File: src/rtl/fifo4_16.sv
// Four-entry, 16-bit synchronous FIFO with valid/ready handshakes on both sides.
// The head word is selected from four storage registers by a 4-way 16-bit mux
// driven by the read pointer. Full/empty come from the occupancy count, which
// also serves as the EMPTY (0) / PARTIAL (1..3) / FULL (4) state.
// Handshake: a side transfers on a rising edge only when its valid and ready
// are both high at that edge. out_valid/in_ready depend on registered state only.

module mux4way16 (
   input  logic [15:0] a_i,
   input  logic [15:0] b_i,
   input  logic [15:0] c_i,
   input  logic [15:0] d_i,
   input  logic [1:0]  sel_i,
   output logic [15:0] out_o
);

   // Pick one of four words by the 2-bit select
   always_comb begin
      out_o = a_i;
      case (sel_i)
         2'd0: out_o = a_i;
         2'd1: out_o = b_i;
         2'd2: out_o = c_i;
         2'd3: out_o = d_i;
         default: out_o = a_i;
      endcase
   end

endmodule

module fifo4_16 #(
   parameter int WIDTH = 16
) (
   input  logic             clk,
   input  logic             rst,
   output logic [WIDTH-1:0] out_data,
   output logic             out_valid,
   input  logic             out_ready,
   input  logic [WIDTH-1:0] in_data,
   input  logic             in_valid,
   output logic             in_ready,
   input  logic             flush,
   output logic [2:0]       count,
   output logic [1:0]       rd_ptr
);

   logic [WIDTH-1:0] mem_q [4];
   logic [1:0]       wr_ptr_q, wr_ptr_d;
   logic [1:0]       rd_ptr_q, rd_ptr_d;
   logic [2:0]       count_q, count_d;
   logic             push, pop;

   // Handshake qualifiers and flag outputs, all from registered count
   always_comb begin
      in_ready  = (count_q != 3'd4);
      out_valid = (count_q != 3'd0);
      push      = in_valid & in_ready;
      pop       = out_valid & out_ready;
   end

   // Next pointer/count values; flush discards any concurrent push or pop
   always_comb begin
      wr_ptr_d = wr_ptr_q;
      rd_ptr_d = rd_ptr_q;
      count_d  = count_q;
      if (flush) begin
         wr_ptr_d = 2'd0;
         rd_ptr_d = 2'd0;
         count_d  = 3'd0;
      end else begin
         if (push) wr_ptr_d = wr_ptr_q + 2'd1;
         if (pop)  rd_ptr_d = rd_ptr_q + 2'd1;
         if (push && !pop)      count_d = count_q + 3'd1;
         else if (pop && !push) count_d = count_q - 3'd1;
      end
   end

   // Pointer and count registers with asynchronous reset
   always_ff @(posedge clk or posedge rst) begin
      if (rst) begin
         wr_ptr_q <= 2'd0;
         rd_ptr_q <= 2'd0;
         count_q  <= 3'd0;
      end else begin
         wr_ptr_q <= wr_ptr_d;
         rd_ptr_q <= rd_ptr_d;
         count_q  <= count_d;
      end
   end

   // Storage: write the slot at wr_ptr on an accepted push; popped words stay
   always_ff @(posedge clk or posedge rst) begin
      if (rst) begin
         for (int i = 0; i < 4; i++) mem_q[i] <= '0;
      end else if (push && !flush) begin
         mem_q[wr_ptr_q] <= in_data;
      end
   end

   mux4way16 u_head_mux (
      .a_i   (mem_q[0]),
      .b_i   (mem_q[1]),
      .c_i   (mem_q[2]),
      .d_i   (mem_q[3]),
      .sel_i (rd_ptr_q),
      .out_o (out_data)
   );

   assign count  = count_q;
   assign rd_ptr = rd_ptr_q;

endmodule

File: config.mk
export PLATFORM = sky130hd
export DESIGN_NAME = fifo4_16
export DESIGN_NICKNAME = d
export VERILOG_FILES = /design/src/rtl/fifo4_16.sv
export SDC_FILE = /design/constraint.sdc
export NUM_CORES = 1
export LEC_CHECK = 0
export CORE_MARGIN = 5
export CORE_UTILIZATION = 24
export CTS_CLUSTER_DIAMETER = 100
export DETAILED_ROUTE_END_ITERATION = 12
export GPL_TIMING_DRIVEN = 1
export PLACE_DENSITY = 0.49
export SLEW_MARGIN = 20
export SYNTH_ARGS = -nofsm -noshare
export SYNTH_HDL_FRONTEND = slang
export SYNTH_SLANG_ARGS = --single-unit
File: constraint.sdc
create_clock -name clk -period 3.3 [get_ports clk]
set_clock_uncertainty 0.2 [all_clocks]
set_input_delay 0.66 -clock clk [delete_from_list [all_inputs] [get_ports clk]]
set_output_delay 0.66 -clock clk [all_outputs]
set_load 0.01 [all_outputs]
==> results of run 1 <==
cells by family after synthesis:
logic type,share of synthesized area (%)
multiplexers,28.9
buffers and inverters,6.39
AND/OR/NAND/NOR,4.74
XOR/XNOR,0.481
flip-flops,48.7
adder cells (fa/ha/maj),3.30
AO/OA/AOI/OAI,7.48
cells in the mapped netlist, types with 4 or more instances:
master    count
dfrtp_1      71
buf_12        4
clkbuf_1      5
a222oi_1     16
nand4_4       4
mux2i_1      17
mux2_4       40
inv_1        25
nand3_1       4
ha_1          8
mux2_2       25
metal layers:
metal / routed length (um) / track usage, % / vias up / part of all wire [%]
li1: - / - / 1030 / -
met1: 3890 / 12.4 / 1153 / 47
met2: 3920 / 15.5 / 49 / 48
met3: 345 / 3.10 / 5 / 4.2
met4: 59 / 2.40 / 0 / 0.72
met5: 0 / 0 / - / 0
registers in the layout, indices dropped and copies added (netlist names):
signal	count
wr_ptr_q	2
mem_q	64
count	3
rd_ptr	2
layout by cell type (no fill, tap or decap), drive strengths merged, types with 2 or more instances in the layout:
cell type,Yosys,layout
ha,8,8
buf,9,7
clkinv,0,2
nand3,4,4
nor2,3,3
inv,27,28
nand2,2,2
a21oi,3,3
xnor2,2,2
clkbuf,5,10
clkdlybuf4s50,0,43
a222oi,16,16
mux2i,17,17
bufinv,0,2
o21ai,3,3
o2111ai,2,2
dfrtp,71,71
nand4,4,4
mux2,65,65
power by group:
| part | leakage [nW] | switching [mW] | total, mW | internal, mW |
|---|---|---|---|---|
| Sequential | 0.898 | 0.222 | 1.44 | 1.22 |
| Combinational | 1.15 | 0.582 | 1.48 | 0.895 |
| Clock | 0.153 | 0.369 | 1.03 | 0.660 |
| Total | 2.20 | 1.17 | 3.95 | 2.78 |
area by class of cell:
cell class / instances / area [um2]
clock buffer: 10 / 229
clock inverter: 5 / 82.6
fill: 1496 / 10500
inverter: 27 / 104
multi-input combinational: 143 / 1640
sequential: 71 / 1780
tap: 188 / 235
timing repair buffer: 50 / 495
worst reg2reg max path: cells and delay by family (launching register included):
family / cells / cell delay (ps)
buffers and inverters: 2 / 180
DFF: 1 / 510
adders and majority gates: 1 / 470
and+or+nand+nor: 2 / 520
AOI/OAI and AO/OA: 2 / 350
path summary, 6_finish.rpt:
| check | from | to | slack [ps] |
|---|---|---|---|
| setup / recovery | rd_ptr[0] | out_data[6] | 190 |
| hold / removal | mem_q[61] | mem_q[61] | 300 |
| setup reg to reg | count[0] | count[1] | 950 |
| hold reg to reg | mem_q[61] | mem_q[61] | 300 |
| max in group asynchronous | rst | mem_q[19] | 1700 |
| min in group asynchronous | rst | mem_q[61] | 560 |
through the flow:
stage / total power, mW / cells / cell area, um2 / setup WS, ps
final: 3.95 / 494 / 4560 / 188
after global routing: 4.19 / 494 / 4560 / 36.9
after CTS: 4.02 / 494 / 4560 / 149
after detailed placement: 2.96 / 479 / 4250 / 296
after global placement: 2.94 / 479 / 4250 / 318
after floorplan: 2.38 / 255 / 3640 / 643
timing repair:
action                     in CTS  in global routing
setup endpoints to repair       8                  0
gates resized for setup         1                  0
hold buffers                    0                  0
==> results.md, run 1 <==
- Status: finished clean
- Chip width: 133 um
- Clk sinks: 71
- # IOs: 44
- Die H: 133 um
- Critical Path AT: 2250 ps
- Fin crit period: 3110 ps
- Initial antenna violation count: 0
- Postcts setup bufs: 0
- DRT iter0 DRCs: 162
- Crit path launch type: flip-flop
- Syn Nets: 285
- Total of max-cap violations: 0
- Final hold slack: 303 ps
- Worst path bufs/invs: 3
- Port Buffers: 43
- Final hold vios: 0
- Initial DRT Pass Iterations: 4
- Total CTS buffers: 9
- Max rail drop VDD: 316 uV
- Die ar.: 17800 um2
- Worst-Margin Slew: 687 ps
- Worst path slowest cell: clkdlybuf4s50_1
- Achievable clock frequency: 321 MHz
- Post-synthesis cell type count: 35
- GRT Overall Usage: 9.54%
- Final nets: 332
- Vias per inst: 4.53
- Mapped cell area: 3640 um2
- Register clock-pin slew on the reported worst setup and hold paths: 60 ps
- Number of placement rows: 45
- Crit-path cells: inv_1 > ha_1 > buf_4 > a222oi_1 > mux2i_1 > clkdlybuf4s50_1
- First-pass GRT wire length: 13.2 mm
- Max clock buf depth: 2
- Ys async rst share: 100%
- Slew Limit Fails: 0
- Worst slew margin: 54.1%
- Post-synth EDFFs: 0
- Crit-path leading delay family: buffers and inverters
- Layout cells sized above 1: 31.7%
- RSZ-0062 raised after global routing: false
- Synth Warn #: 0
- Slowest stage delay, CP: 500 ps
- Fin util: 30.3%
- Crit path max fanout: 16
- Setup TNS: 0 ps
- Cells after synthesis: 255
- Final period utilization: 94.3%
- Detail Placement HPWL: 5.38 mm
- Kind of critical path: reg -> out
- Synth-to-Final Area Change: 25.1%
- Syn avg cell area: 14.3 um2
- Count of state elements after synthesis: 71
- CTS tree: built
- Initial Util: 24.2%
- Critical path required time: 2440 ps
- Vias in the first global route: 2381
- Share of the synthesized area in the top cell type: 48.7%
- Root Buffer Master: clkbuf_16
- Setup violators final: 0
- Hold path depth: 1
- WL per Instance: 16.6 um
- Via Count: 2237
- DRC violations left: 0
- Post-synth top flop: dfrtp_1
- Antenna Nets Post-Route: 0
- Total wire length: 8.22 mm
- GP Congestion: 0.653
- Lkg Pwr: 2.20 nW
- Pwr Density: 866 nW/um2
- Yosys top cell by area: dfrtp_1
- H-tree levels: 3
- Worst Hold Class: reg -> reg
- # diodes: 0
- Worst skew pair latency: 320 ps
- R2R cell count: 7
- Seq/Total Area, Yosys: 48.7%
- Largest net degree at the start of global routing: 33
- Worst path depth: 6
- Synth area leaders: dfrtp_1 49%, mux2_4 16%, mux2_2 7.7%
- Core area: 15000 um2
- CP endpoint kind: output pin
- Total gr overflow: 0
(Power assumes the default switching activity.)
==> inputs of run 2 (changes only) <==
SYNTH_HIERARCHICAL = 1   (was not set)
==> results.md, run 2 <==
- CTS resizes: 0 (-1)
- Initial antenna violation count: 0 (unchanged)
- CTS tree: built
- Kind of critical path: reg -> out
- CP endpoint kind: output pin
- Synth-to-Final Area Change: 27.3%
- GP Congestion: 0.699 (+7.1%)
- Syn avg cell area: 16.5 um2 (+15%)
- H-tree levels: 3 (unchanged)
- First-pass GRT wire length: 12.6 mm (-5.2%)
- Worst Hold Class: reg -> reg
- Final hold vios: 0 (unchanged)
- Detail Placement HPWL: 5.05 mm (-6.0%)
- Vias in the first global route: 2198 (-7.7%)
- # placed instances: 437 (-8.8%)
- Share of the synthesized area in the top cell type: 50.6% (+1.8 points)
- Die H: 131 um (-1.7%)
- Worst skew pair latency: 320 ps (about the same)
- Count of state elements after synthesis: 71 (unchanged)
- DRT iter0 DRCs: 93 (-43%)
- Register clock-pin slew on the reported worst setup and hold paths: 60 ps (about the same)
- RSZ-0062 raised after global routing: false
- Layout cells sized above 1: 33.5% (+1.8 points)
- Fill cells: 1468 (-1.9%)
- Via Count: 1965 (-12%)
- # IOs: 44 (unchanged)
- Total of max-cap violations: 0 (unchanged)
- Synth Warn #: 6 (+6)
- Initial Util: 24.3% (+0.10 points)
- Max rail drop VDD: 303 uV (-4.3%)
- Total CTS buffers: 9 (unchanged)
- Pwr Density: 877 nW/um2 (+1.3%)
- Switching Share: 27.2% (-2.5 points)
- Chip width: 131 um (-1.7%)
- Status: finished clean
- WL per Instance: 16.8 um (+0.74%)
- Cell internal pwr: 2.86 mW (+2.9%)
- Crit path max fanout: 15 (-1)
- Lkg Pwr: 2.02 nW (-8.2%)
- Most frequent cells in the layout: 71 x dfrtp_1, 43 x clkdlybuf4s50_1, 24 x mux2_2, 22 x mux2_1, 20 x mux2_4
- Part of the power in registers: 35.8% (-0.7 points)
- Clk pwr share: 29.1% (+3.0 points)
- Max clock buf depth: 2 (unchanged)
- Cells after synthesis: 213 (-16%)
- Max reg flops: 64 (unchanged)
- Initial DRT Pass Iterations: 4 (unchanged)
- Die ar.: 17200 um2 (-3.4%)
- Final period utilization: 90.5% (-3.8 points)
- Critical Path AT: 2130 ps (-120 ps)
- Worst slew margin: 64.9% (+11 points)
- Comb pwr share: 35.1% (-2.3 points)
- Biggest register: mem_q
- Seq/Total Area, Yosys: 50.6% (+1.8 points)
- # hold bufs at CTS: 0 (unchanged)
- Top post-synthesis cells by count: 71 x dfrtp_1, 24 x mux2_2, 22 x mux2_1
- Number of placement rows: 44 (-2.2%)
- Total wire length: 7.60 mm (-7.6%)
- DRC violations left: 0 (unchanged)
- Port Buffers: 43 (unchanged)
- Postcts setup bufs: 0 (unchanged)
- Mapped cell area: 3510 um2 (-3.6%)
- Core area: 14400 um2 (-4.1%)
- Ys async rst share: 100% (unchanged)
- Clk sinks: 71 (unchanged)
- Place WS: 437 ps (+141 ps)
- GRT Overall Usage: 9.62% (+0.080 points)
- Crit path launch type: flip-flop
- Synth area leaders: dfrtp_1 51%, mux2_4 8.6%, mux2_2 7.7%
- Most frequent cell after synthesis: dfrtp_1
- NetSw: 1.07 mW (-9.2%)
- Fin cells: 453 (-8.3%)
- Post-synth EDFFs: 0 (unchanged)
- Vias per inst: 4.34 (-4.2%)
- Syn Nets: 239 (-16%)
- Fin worst setup slack: 314 ps (+125 ps)
- Setup TNS: 0 ps (unchanged)
- # diodes: 0 (unchanged)
- Final nets: 290 (-13%)
- Slew Limit Fails: 0 (unchanged)
- Post-synthesis cell type count: 35 (unchanged)
- Setup violators final: 0 (unchanged)
- Total gr overflow: 0 (unchanged)
- Antenna Nets Post-Route: 0 (unchanged)
- Fin crit period: 2990 ps (-125 ps)
- Post-synth top flop: dfrtp_1
- Critical path required time: 2440 ps (about the same)
- Largest net degree at the start of global routing: 41 (+24%)
- Worst-Margin Slew: 526 ps (-161 ps)
- Achievable clock frequency: 335 MHz (+4.2%)
- Most common cell after layout, fill and taps aside: dfrtp_1
- Yosys top cell by area: dfrtp_1
- Root Buffer Master: clkbuf_16
## run 2: cell count changes after synthesis, moves of 6 or more
cell	change
inv_1	-18
nor2_1	+6
a222oi_1	-16
buf_6	+6
mux4_1	+6
mux2_1	+22
mux4_2	+10
mux2i_1	-16
mux2_4	-20
## run 2: per-stage QoR
step,cell area [um2],power [mW],utilization [%],hold WS [ps]
CTS,4470,4.00,31.0,287
global placement,4110,2.79,28.5,266
floorplan,3510,2.26,-,256
global route,4470,4.16,31.0,295
finish,4470,3.92,31.0,282
detailed placement,4110,2.83,28.5,273
## run 2: kinds of logic after synthesis
group / Yosys count / share of synthesized area, %
fa+ha+maj: 5 / 2.00
buf+inv: 20 / 4.52
xor+xnor: 2 / 0.499
simple gates: 19 / 5.17
compound gates: 13 / 2.74
flops: 71 / 50.6
mux: 83 / 34.5
## run 2: final timing paths
path / cells past startpoint / start / slack [ps] / end
hold reg to reg: 1 / mem_q[32] / 280 / mem_q[32]
max in group asynchronous: 3 / rst / 1950 / mem_q[39]
setup reg to reg: 7 / count[0] / 820 / count[2]
hold / removal: 1 / mem_q[32] / 280 / mem_q[32]
min in group asynchronous: 3 / rst / 550 / mem_q[57]
setup / recovery: 3 / rd_ptr[0] / 310 / out_data[0]
## run 2: cell type report
type | count | area [um2] | area share, %
clock buffers | 11 | 253 | 5.65
flip-flops and latches | 71 | 1780 | 39.7
inverters | 8 | 32.5 | 0.728
clock inverters | 5 | 104 | 2.32
well taps | 184 | 230 | 5.15
multi-input cells | 122 | 1580 | 35.3
repair buffers | 52 | 498 | 11.1
## run 2: critical path, stage by stage, from the launching register on
cell,delay (ps)
dfrtp_1,340
buf_4,320
mux4_1,640
clkdlybuf4s50_1,510
## run 2: power by group through the flow
stage | clock [mW] | combinational, mW | sequential (mW)
after CTS | 1.17 | 1.41 | 1.41
after global routing | 1.21 | 1.50 | 1.46
final | 1.14 | 1.38 | 1.40
after detailed placement | 0 | 1.41 | 1.42
after floorplan | 0 | 0.912 | 1.35
after global placement | 0 | 1.39 | 1.40
## run 2: metal layers
| metal | global-route usage [%] | routed length [um] | vias up |
|---|---|---|---|
| li1 | - | - | 898 |
| met1 | 12.5 | 3570 | 1027 |
| met2 | 15.6 | 3680 | 34 |
| met5 | 0 | 0 | - |
| met3 | 2.93 | 289 | 6 |
| met4 | 2.60 | 66 | 0 |
